--- config.mk ---
export PLATFORM = sky130hd
export DESIGN_NAME = ramb4_s8_rd_stream
export DESIGN_NICKNAME = d
export VERILOG_FILES = /design/src/rtl/ramb4_rd_pkg.sv /design/src/rtl/rd_skid_fifo.sv /design/src/rtl/ramb4_s8_rd_stream.sv
export SDC_FILE = /design/constraint.sdc
export NUM_CORES = 1
export LEC_CHECK = 0
export BUFFER_PORTS_ARGS = -buffer_cell sky130_fd_sc_hd__buf_4
export CAP_MARGIN = 10
export CORE_AREA = 4 4 71 73
export CTS_CLUSTER_DIAMETER = 40
export DETAILED_ROUTE_END_ITERATION = 10
export DIE_AREA = 0 0 75 77
export PLACE_DENSITY = 0.78
export SLEW_MARGIN = 25
export SYNTH_ARGS = -nofsm -noshare
export SYNTH_HDL_FRONTEND = slang
export SYNTH_HIERARCHICAL = 1
export SYNTH_SLANG_ARGS = --single-unit
--- constraint.sdc ---
create_clock -name CLK -period 3.3 [get_ports CLK]
set_clock_uncertainty 0.2 [all_clocks]
set_input_delay 0 -clock CLK [delete_from_list [all_inputs] [get_ports CLK]]
set_output_delay 0 -clock CLK [all_outputs]
set_load 0.1 [all_outputs]
--- src/rtl/ramb4_rd_pkg.sv ---
// Shared definitions for the RAMB4_S8 read-stream block: default geometry,
// controller state encoding and the skid FIFO entry layout.
package ramb4_rd_pkg;

    localparam int RD_ADDR_W = 9;
    localparam int RD_DATA_W = 8;

    typedef enum logic [1:0] {
        IDLE  = 2'd0,
        RUN   = 2'd1,
        DRAIN = 2'd2
    } rd_state_t;

    // One captured RAM byte plus the flag marking the final byte of a command.
    typedef struct packed {
        logic [RD_DATA_W-1:0] data;
        logic                 last;
    } rd_entry_t;

endpackage

--- src/rtl/rd_skid_fifo.sv ---
// Two-entry FIFO that absorbs the RAM read latency so the stream can stall
// without losing bytes. Push and pop in the same cycle keep occupancy and order.
module rd_skid_fifo
    import ramb4_rd_pkg::*;
(
    input  logic      clk,
    input  logic      rst,
    input  logic      flush,
    input  logic      push,
    input  rd_entry_t din,
    input  logic      pop,
    output rd_entry_t dout,
    output logic [1:0] count,
    output logic      empty,
    output logic      full
);

    rd_entry_t mem [0:1];
    logic      wr_ptr;
    logic      rd_ptr;

    // Storage, pointers and occupancy; flush behaves like a reset of the queue.
    always_ff @(posedge clk) begin
        if (rst || flush) begin
            mem[0] <= '0;
            mem[1] <= '0;
            wr_ptr <= 1'b0;
            rd_ptr <= 1'b0;
            count  <= 2'd0;
        end else begin
            if (push) begin
                mem[wr_ptr] <= din;
                wr_ptr      <= ~wr_ptr;
            end
            if (pop) begin
                rd_ptr <= ~rd_ptr;
            end
            unique case ({push, pop})
                2'b10:   count <= count + 2'd1;
                2'b01:   count <= count - 2'd1;
                default: count <= count;
            endcase
        end
    end

    assign dout  = mem[rd_ptr];
    assign empty = (count == 2'd0);
    assign full  = (count == 2'd2);

endmodule

--- src/rtl/ramb4_s8_rd_stream.sv ---
// Read-side port master for a 512x8 synchronous block RAM. A (BASE, LEN_M1)
// command becomes a run of sequential reads with address wrap; the returned
// bytes leave as a valid/ready stream with a last marker.
// Optional macro RD_STREAM_ABORT_EN adds ABORT/ABORTED for cancelling a command.
//
// Stream handshake: a byte moves when DOUT_VALID && DOUT_READY; while VALID is
// high and READY low, DOUT, DOUT_LAST and DOUT_VALID do not change.
module ramb4_s8_rd_stream
    import ramb4_rd_pkg::*;
#(
    parameter int ADDR_W = RD_ADDR_W,
    parameter int DATA_W = RD_DATA_W
) (
    input  logic              CLK,
    input  logic              RST,
    input  logic              START,
    input  logic [ADDR_W-1:0] BASE,
    input  logic [ADDR_W-1:0] LEN_M1,
    output logic              BUSY,
    output logic              DONE,
    output logic [ADDR_W-1:0] RAM_ADDR,
    output logic              RAM_EN,
    output logic              RAM_WE,
    output logic [DATA_W-1:0] RAM_DI,
    input  logic [DATA_W-1:0] RAM_DO,
    output logic [DATA_W-1:0] DOUT,
    output logic              DOUT_VALID,
    input  logic              DOUT_READY,
`ifdef RD_STREAM_ABORT_EN
    input  logic              ABORT,
    output logic              ABORTED,
`endif
    output logic              DOUT_LAST
);

    rd_state_t         state;
    logic [ADDR_W-1:0] addr;
    logic [ADDR_W-1:0] remaining;
    logic              inflight;
    logic              inflight_last;
    logic              done_r;

    logic              pop;
    logic              issue;
    logic              abort_hit;
    logic [2:0]        outstanding;

    rd_entry_t         push_entry;
    rd_entry_t         head;
    logic [1:0]        fifo_count;
    logic              fifo_empty;
    logic              fifo_full;

`ifdef RD_STREAM_ABORT_EN
    logic              aborted_r;
    assign abort_hit = ABORT && (state != IDLE);
`else
    assign abort_hit = 1'b0;
`endif

    // A read may be issued only if the byte it returns is guaranteed a FIFO
    // slot: count what is buffered or in flight, less the byte leaving now.
    assign pop         = !fifo_empty && DOUT_READY;
    assign outstanding = {1'b0, fifo_count} + {2'b00, inflight} - {2'b00, pop};
    assign issue       = (state == RUN) && (outstanding < 3'd2) && !abort_hit;

    assign push_entry.data = RAM_DO;
    assign push_entry.last = inflight_last;

    rd_skid_fifo u_fifo (
        .clk   (CLK),
        .rst   (RST),
        .flush (abort_hit),
        .push  (inflight),
        .din   (push_entry),
        .pop   (pop),
        .dout  (head),
        .count (fifo_count),
        .empty (fifo_empty),
        .full  (fifo_full)
    );

    // Command FSM: latches the command, walks the address and counts issues,
    // tracks the read in flight and pulses DONE after the final handshake.
    always_ff @(posedge CLK) begin
        if (RST) begin
            state         <= IDLE;
            addr          <= '0;
            remaining     <= '0;
            inflight      <= 1'b0;
            inflight_last <= 1'b0;
            done_r        <= 1'b0;
        end else begin
            done_r        <= 1'b0;
            inflight      <= issue;
            inflight_last <= issue && (remaining == '0);
            if (issue) begin
                addr      <= addr + 1'b1;
                remaining <= remaining - 1'b1;
            end
            if (abort_hit) begin
                state  <= IDLE;
                done_r <= 1'b1;
            end else begin
                unique case (state)
                    IDLE: begin
                        if (START) begin
                            addr      <= BASE;
                            remaining <= LEN_M1;
                            state     <= RUN;
                        end
                    end
                    RUN: begin
                        if (issue && (remaining == '0)) begin
                            state <= DRAIN;
                        end
                    end
                    DRAIN: begin
                        if (pop && head.last) begin
                            state  <= IDLE;
                            done_r <= 1'b1;
                        end
                    end
                    default: state <= IDLE;
                endcase
            end
        end
    end

`ifdef RD_STREAM_ABORT_EN
    // ABORTED marks the DONE pulse that ends a cancelled command.
    always_ff @(posedge CLK) begin
        if (RST) begin
            aborted_r <= 1'b0;
        end else begin
            aborted_r <= abort_hit;
        end
    end
    assign ABORTED = aborted_r;
`endif

    // The credit rule above must never let a byte arrive at a full FIFO.
    assert property (@(posedge CLK) disable iff (RST) !(inflight && fifo_full && !pop));

    assign BUSY       = (state != IDLE);
    assign DONE       = done_r;
    assign RAM_ADDR   = addr;
    assign RAM_EN     = issue;
    assign RAM_WE     = 1'b0;
    assign RAM_DI     = '0;
    assign DOUT       = head.data;
    assign DOUT_VALID = !fifo_empty;
    assign DOUT_LAST  = head.last && !fifo_empty;

endmodule
==> flow_summary.toml <==
[global_routing]
grt.met3_usage_pct = 4.58
track_usage_pct = 18.1
busiest_layer = "met2"
gr-total-overflow = 0
grt_pass1_wl_mm = 8.25
antenna_found_initial = 0
grt_max_degree = 26
grtUsageMet2_pct = 33.0
grt_pass1_vias = 1891
use_met1_pct = 19.7

[place]
place_ws_ns = 0.130
placed_cell_area_um2 = 2660
place_congestion = 0.790
io_buffers = 51
dp_hpwl_mm = 3.34

[cts]
clk_latency_ns = 0.30
clk_root_buffer_cell = "clkbuf_8"
cts_htree_levels = 2
cts_tree = "built"
cts.sinks = 46
clockBufferDepth = 2
clk_pin_slew_ns = 0.09
cts_buffers = 5

[pwr]
power_density_nw_per_um2 = 538
p_leak_nw = 1.26
peakVddDrop_v = 0.000366

[worst_setup_path]
slowest_delay_ns = 0.53
crit_chain = "nor2_1 > nor2b_2 > nor2b_1 > o21ai_0 > fa_1 > and3b_2 > nand3_1 > or3_4 > a311oi_1"
slowest_stage = "fa_1"
crit_path_start_kind = "flip-flop"
cp_data_required_time_ns = 3.31
worstPathMaxFanout = 6
critPathKind = "flip-flop to flip-flop"
arrival_ns = 2.99
endpoint_kind = "flip-flop"

[timing]
maxSlewViolCount = 0
relSlewSlack_pct = 66.6
setup_violations = 0
rsz0062_at_grt = "false"
fin_crit_sh_pct = 90.4
period_minus_slack_ns = 2.98
worst_slack_ns = 0.317
tightest_slew_ns = 0.500
max_freq_mhz = 335
finalHoldViolations = 0
finalSetupTns_ns = 0

[route]
drcViolationCount = 0
vias = 1877
wirelength_mm = 5.12
wl_per_cell_um = 13.9
ant_nets = 0
drt-pass1-iter-count = 4
via_per_inst = 5.11
drt_iter0_drc = 57

[cells_and_area]
fin_nets = 348
n_antenna_cell = 0
final_common_cell = "buf_4"
final_cell_area_um2 = 3120
fillers = 324
mostFrequentLayoutCells = "buf_4 (56), nor2_1 (38), dlygate4sd3_1 (30)"
layout-drive-gt1-share_pct = 26.0
area_growth_pct = 39.2

[floorplanning]
rows = 24
io_pins = 61
core-area_um2 = 4350
die_area_um2 = 5780
start_util_pct = 51.5
die_w_um = 75
die_h_um = 77

[synth]
syn_avg_cell_area_um2 = 9.75
netlist_instances = 230
ys_warn_count = 6
synthesis.area_um2 = 2240

[job]
maxCapViolCount = 0

[status]
outcome = "complete, no violations"

[worst_hold_path]
min_path_type = "input pin to flip-flop"
[registers in the layout (all words and copies together) (netlist names), named ones only]
signal,cells
u_fifo/rd_ptr,1
DONE,1
state,2
u_fifo/wr_ptr,1
inflight,1
RAM_ADDR,9
inflight_last,1
u_fifo/count,2
remaining,9
u_fifo/mem,18
[cell type report]
| type | instances | area, um^2 | area share (%) |
|---|---|---|---|
| clock inverters | 3 | 68.8 | 2.20 |
| repair buffers | 86 | 721 | 23.1 |
| flip-flops and latches | 46 | 1100 | 35.3 |
| multi-input cells | 169 | 1070 | 34.4 |
| inverters | 6 | 22.5 | 0.721 |
| well taps | 52 | 65.1 | 2.08 |
| clock buffers | 5 | 68.8 | 2.20 |
[stage by stage]
stage	util [%]	hold WS (ns)	power [mW]	std cells
global route	71.7	0.314	1.75	367
finish	71.7	0.297	1.68	367
CTS	71.1	0.296	1.68	366
global placement	61.0	0.0508	1.15	328
detailed placement	61.0	0.0514	1.16	328
floorplan	-	-0.122	1.06	240
[routing by layer]
layer  wire (um)  vias up
li1            -      958
met1        2070      864
met2        2690       46
met3         287        9
met4          74        0
met5           0        -
[worst max-delay path, delay by kind of cell, from the launching register on]
kind	cells	cell delay, ns
AO/OA/AOI/OAI	2	0.36
adder cells (fa/ha/maj)	1	0.53
AND/OR/NAND/NOR	6	1.38
flip-flops	1	0.42
[path summary, 6_finish.rpt]
path	from	endpoint	slack, ns	depth (start not counted)
min	START	state[0]	0.30	3
max	u_fifo/count[0]	remaining[8]	0.32	9
min reg2reg	remaining[8]	remaining[8]	0.31	2
max reg2reg	u_fifo/count[0]	remaining[8]	0.32	9
[timing repair]
item	CTS	global route
setup endpoints to repair	0	16
endpoints found under the hold margin	39	0
hold buffers	30	0
resized for setup	0	5
setup buffers	0	1
[where the power goes]
part	leakage [nW]	switching [mW]	internal, mW
Clock	0.0683	0.194	0.303
Combinational	0.759	0.348	0.158
Sequential	0.433	0.0417	0.636
Power figures use the tool's default switching activity.
